--- config.mk ---
export PLATFORM = sky130hd
export DESIGN_NAME = lab2_scanner
export DESIGN_NICKNAME = d
export VERILOG_FILES = /design/src/rtl/lab2_pkg.sv /design/src/rtl/lab2_settle_cnt.sv /design/src/rtl/lab2_scanner.sv
export SDC_FILE = /design/constraint.sdc
export NUM_CORES = 1
export LEC_CHECK = 0
export CAP_MARGIN = 25
export CELL_PAD_IN_SITES_DETAIL_PLACEMENT = 0
export CELL_PAD_IN_SITES_GLOBAL_PLACEMENT = 1
export CORE_UTILIZATION = 39
export CTS_CLUSTER_DIAMETER = 150
export DETAILED_ROUTE_END_ITERATION = 10
export PLACE_DENSITY = 0.82
export SLEW_MARGIN = 20
export SYNTH_ARGS = -nofsm -noshare
export SYNTH_HDL_FRONTEND = slang
export SYNTH_HIERARCHICAL = 1
export SYNTH_SLANG_ARGS = --single-unit
--- constraint.sdc ---
create_clock -name clk -period 2.78 [get_ports clk]
set_input_delay 0.556 -clock clk [delete_from_list [all_inputs] [get_ports clk]]
set_output_delay 0.556 -clock clk [all_outputs]
set_load 0.005 [all_outputs]
--- src/rtl/lab2_pkg.sv ---
// Shared types and constants for the lab2 truth-table scanner.
package lab2_pkg;

  typedef enum logic [1:0] {
    IDLE,
    DRIVE,
    SAMPLE,
    FINISH
  } scan_state_t;

  localparam int SETTLE_W = 4;

endpackage

--- src/rtl/lab2_settle_cnt.sv ---
// Loadable down-counter that times how long a vector is held before sampling.
module lab2_settle_cnt #(
  parameter int W = 4
) (
  input  logic         clk,
  input  logic         rst,
  input  logic         load,
  input  logic         dec,
  input  logic [W-1:0] cnt_val,
  output logic         zero
);

  logic [W-1:0] cnt_q;
  logic [W-1:0] cnt_d;

  always_comb begin
    cnt_d = cnt_q;
    if (load) begin
      cnt_d = cnt_val;
    end else if (dec && (cnt_q != '0)) begin
      cnt_d = cnt_q - 1'b1;
    end
  end

  always_ff @(posedge clk or posedge rst) begin
    if (rst) begin
      cnt_q <= '0;
    end else begin
      cnt_q <= cnt_d;
    end
  end

  assign zero = (cnt_q == '0);

endmodule

--- src/rtl/lab2_scanner.sv ---
// Walks every input vector through an attached combinational block, captures its
// truth table and checks it against a golden mask latched when the scan is accepted.
module lab2_scanner
  import lab2_pkg::*;
#(
  parameter int N_IN   = 4,
  parameter int SETTLE = 1
) (
  input  logic                 clk,
  input  logic                 rst,
  input  logic                 start,
  input  logic [2**N_IN-1:0]   expected,
  input  logic                 dut_out,
  output logic [N_IN-1:0]      vec,
  output logic                 busy,
  output logic                 done,
  output logic [2**N_IN-1:0]   tt,
  output logic                 pass,
  output logic                 fail_valid,
  output logic [N_IN-1:0]      first_fail
);

  localparam int                  TT_W       = 2**N_IN;
  localparam logic [N_IN-1:0]     LAST_VEC   = {N_IN{1'b1}};
  localparam logic [SETTLE_W-1:0] SETTLE_VAL = SETTLE_W'(SETTLE);

  scan_state_t       state_q;
  logic [N_IN-1:0]   vec_q;
  logic              busy_q;
  logic              done_q;
  logic [TT_W-1:0]   tt_q;
  logic [TT_W-1:0]   expected_q;
  logic              pass_q;
  logic              fail_valid_q;
  logic [N_IN-1:0]   first_fail_q;

  logic              last_vec;
  logic              mismatch;
  logic              cnt_load;
  logic              cnt_dec;
  logic              cnt_zero;

  always_comb begin
    last_vec = (vec_q == LAST_VEC);
    mismatch = (dut_out != expected_q[vec_q]);
    // Reload the settle time whenever a vector is about to enter DRIVE.
    cnt_load = ((state_q == IDLE) && start) || ((state_q == SAMPLE) && !last_vec);
    cnt_dec  = (state_q == DRIVE) && !cnt_zero;
  end

  lab2_settle_cnt #(
    .W (SETTLE_W)
  ) u_settle (
    .clk     (clk),
    .rst     (rst),
    .load    (cnt_load),
    .dec     (cnt_dec),
    .cnt_val (SETTLE_VAL),
    .zero    (cnt_zero)
  );

  always_ff @(posedge clk or posedge rst) begin
    if (rst) begin
      state_q      <= IDLE;
      vec_q        <= '0;
      busy_q       <= 1'b0;
      done_q       <= 1'b0;
      tt_q         <= '0;
      expected_q   <= '0;
      pass_q       <= 1'b0;
      fail_valid_q <= 1'b0;
      first_fail_q <= '0;
    end else begin
      done_q <= 1'b0;
      case (state_q)
        IDLE: begin
          if (start) begin
            expected_q   <= expected;
            tt_q         <= '0;
            fail_valid_q <= 1'b0;
            first_fail_q <= '0;
            pass_q       <= 1'b0;
            vec_q        <= '0;
            busy_q       <= 1'b1;
            state_q      <= DRIVE;
          end
        end
        DRIVE: begin
          if (cnt_zero) begin
            state_q <= SAMPLE;
          end
        end
        SAMPLE: begin
          tt_q[vec_q] <= dut_out;
          if (mismatch && !fail_valid_q) begin
            fail_valid_q <= 1'b1;
            first_fail_q <= vec_q;
          end
          if (last_vec) begin
            // pass must already include this final sample when done is seen.
            pass_q  <= !(fail_valid_q || mismatch);
            done_q  <= 1'b1;
            busy_q  <= 1'b0;
            state_q <= FINISH;
          end else begin
            vec_q   <= vec_q + 1'b1;
            state_q <= DRIVE;
          end
        end
        FINISH: begin
          state_q <= IDLE;
        end
        default: begin
          state_q <= IDLE;
        end
      endcase
    end
  end

  assign vec        = vec_q;
  assign busy       = busy_q;
  assign done       = done_q;
  assign tt         = tt_q;
  assign pass       = pass_q;
  assign fail_valid = fail_valid_q;
  assign first_fail = first_fail_q;

endmodule

==> results.toml <==
[outcome]
status = "finished clean"

[timing]
rsz0062_at_grt = "no"
finalClockSkew_ns = 0.00873
max_freq_ghz = 0.446
post-route-period-util = 0.807
report.final.slew_viol_count = 0
period_needed_ns = 2.24
slew_headroom = 0.571
hold_ws_ns = 0.468
setup_violations = 0
setup-tns-final_ns = 0
hold_violations = 0
worstMarginPinSlew_ns = 0.644

[yosys]
ys_ff_latch = 50
ys_warn_count = 6
ys.flop_type = "dfrtp_1"
ys_seq_area_frac = 0.502
synth_edf_count = 0
ys_async_sr_fraction = 1.00
syn_area_um2 = 2490
synth_area_per_cell_um2 = 9.23
yosys.area.top_type = "dfrtp_1"
synthCells = 270
yosysUniqueCellTypes = 44
yosys-top-cells-area = "dfrtp_1, nand2_1, mux2i_1"
synth_top_area_share = 0.502

[clock_network]
clock_sinks = 50
tritoncts = "done"
post_cts_resized = 0
cts-root-buf = "clkbuf_8"
clock_path_buffers = 2
cts_buffers = 5
clk_pin_slew_ns = 0.10
postCtsSetupBuffers = 0
clkLatencyLatePin_ns = 0.31
postCtsHoldBufs = 0
cts_max_level = 2

[run]
maxCapViolations = 0

[setup_path]
cp_cell_sequence = "clkdlybuf4s50_1"
cp_top_family = "flip-flops"
critPathMaxFanout = 15
worst_setup_path_end_kind = "output port"
critical_path.slowest_cell = "dfrtp_1"
critPathLaunchType = "flop"
worst-path-buf-inv = 1
critPathMaxStageDelay_ns = 0.74
arrival_ns = 1.69
cp_data_required_time_ns = 2.22
path_class = "flop to output port"

[floorplanning]
start_util = 0.414
rows = 28
ios = 48
dieArea_um2 = 6710
dieHeight_um = 81.9
die_x_um = 81.9
coreArea_um2 = 6030

[cells_and_area]
layout.nets = 343
area_growth_pct = 26.1
stdcell_count = 394
n_antenna_cell = 0
drive_above_1_share = 0.0752

[route]
drcViolationCount = 0
initialDrtViolationCount = 121
dr.pass1.iters = 4
wl_per_cell_um = 13.5
ant_nets = 0
vias = 1974
vias_per_cell = 5.01
wirelength_mm = 5.32

[global_route]
grt_pass1_vias = 1958
antenna_found_initial = 0
grt_max_degree = 47
grt_overflow_total = 0
grt_pass1_wl_mm = 9.44
grt_usage = 0.187

[power]
pwr_density_cell_nw_per_um2 = 751
ir_drop_mv = 0.352
p_total_mw = 2.36
cellLeakagePower_nw = 1.47

[placed_design]
portBuffers = 47
place_congestion = 0.778
placed_cells_incl_taps = 386
place_hpwl_mm = 3.77

[min_path]
min_path_type = "primary input to async pin"
## report_power, final
| group | leakage, nW | switching, mW | total (mW) | internal [mW] |
|---|---|---|---|---|
| Clock | 0.0579 | 0.246 | 0.511 | 0.265 |
| Sequential | 0.657 | 0.149 | 1.05 | 0.902 |
| Combinational | 0.752 | 0.400 | 0.800 | 0.400 |
## registers in the layout, summed over array words and instances, names as in the netlist, 2 cells and up
name and cells:
vec 4, state_q 2, tt 16, first_fail 4, expected_q 16, u_settle/cnt_q 4
## cell type report
class                   instances  area [um2]
multi-input cells             200        1140
fillers                       562        2880
flip-flops and latches         50        1250
inverters                       8        30.0
clock inverters                 3        40.0
repair buffers                 53         515
clock buffers                   5        68.8
well taps                      75        93.8
## routing by layer
metal	up-vias	GRT usage	wire length [um]
met2	38	0.304	2490
li1	1009	-	-
met3	6	0.0389	181
met1	921	0.247	2570
met4	0	0.0649	82
met5	-	0	0
## cells by family (layout without fill, tap and decap cells)
family | after synthesis | count (layout) | share of synthesized area
AND/OR/NAND/NOR | 143 | 143 | 0.264
flip-flops | 50 | 50 | 0.502
AO/OA/AOI/OAI | 31 | 31 | 0.0818
buffers and inverters | 22 | 69 | 0.0422
multiplexers | 15 | 15 | 0.0718
adder cells (fa/ha/maj) | 5 | 5 | 0.0251
other | 2 | 4 | 0.00301
XOR/XNOR | 2 | 2 | 0.0100
## synthesized netlist by cell type, drive strengths merged (2+ instances only)
master   n
nor3b    2
o211ai  10
and2     5
nand2b   2
o21ai    9
nand4    5
conb     2
nor3     2
nor2b    2
nor2     7
clkbuf  10
nand2   92
a21oi    6
nand3   17
mux4     2
mux2i   13
ha       5
buf      4
inv      8
dfrtp   50
## stage by stage
| stage | util | cell area (um2) | setup WS (ns) |
|---|---|---|---|
| 2_1_floorplan | - | 2500 | 0.633 |
| 3_3_place_gp | 0.504 | 3030 | 0.616 |
| 3_5_place_dp | 0.504 | 3030 | 0.556 |
| 4_1_cts | 0.522 | 3140 | 0.530 |
| 5_1_grt | 0.522 | 3140 | 0.410 |
| 6_report | 0.522 | 3140 | 0.537 |
## worst paths after layout
check	startpoint	endpoint	slack (ns)	depth (start not counted)
worst max-delay path	vec[0]	vec[0]	0.54	1
worst min-delay path	rst	u_settle/cnt_q[3]	0.47	2
worst max register to register	vec[0]	first_fail[3]	0.57	5
worst min register to register	expected_q[12]	expected_q[12]	0.48	2
max in group asynchronous	rst	fail_valid	1.64	3
min in group clk	expected_q[12]	expected_q[12]	0.48	2
## cell usage in the layout, fill, tap and decap left out, types with 2 or more instances in the layout
master           synthesis  routed
nand2_1                 92      92
nor3_1                   2       2
nand4_1                  5       5
ha_1                     5       5
nor2b_1                  2       2
nand3_1                 17      17
conb_1                   2       4
inv_1                    8       7
o211ai_1                10      10
mux2i_1                 12      12
a21oi_1                  5       5
and2_1                   4       4
mux4_2                   2       2
o21ai_0                  7       7
nand2b_1                 2       2
nor3b_1                  2       2
clkbuf_8                 0       5
buf_4                    1       6
clkdlybuf4s50_1          0      47
nor2_1                   7       7
clkinv_2                 0       2
dfrtp_1                 50      50
o21ai_1                  2       2
Power figures use the tool's default switching activity.
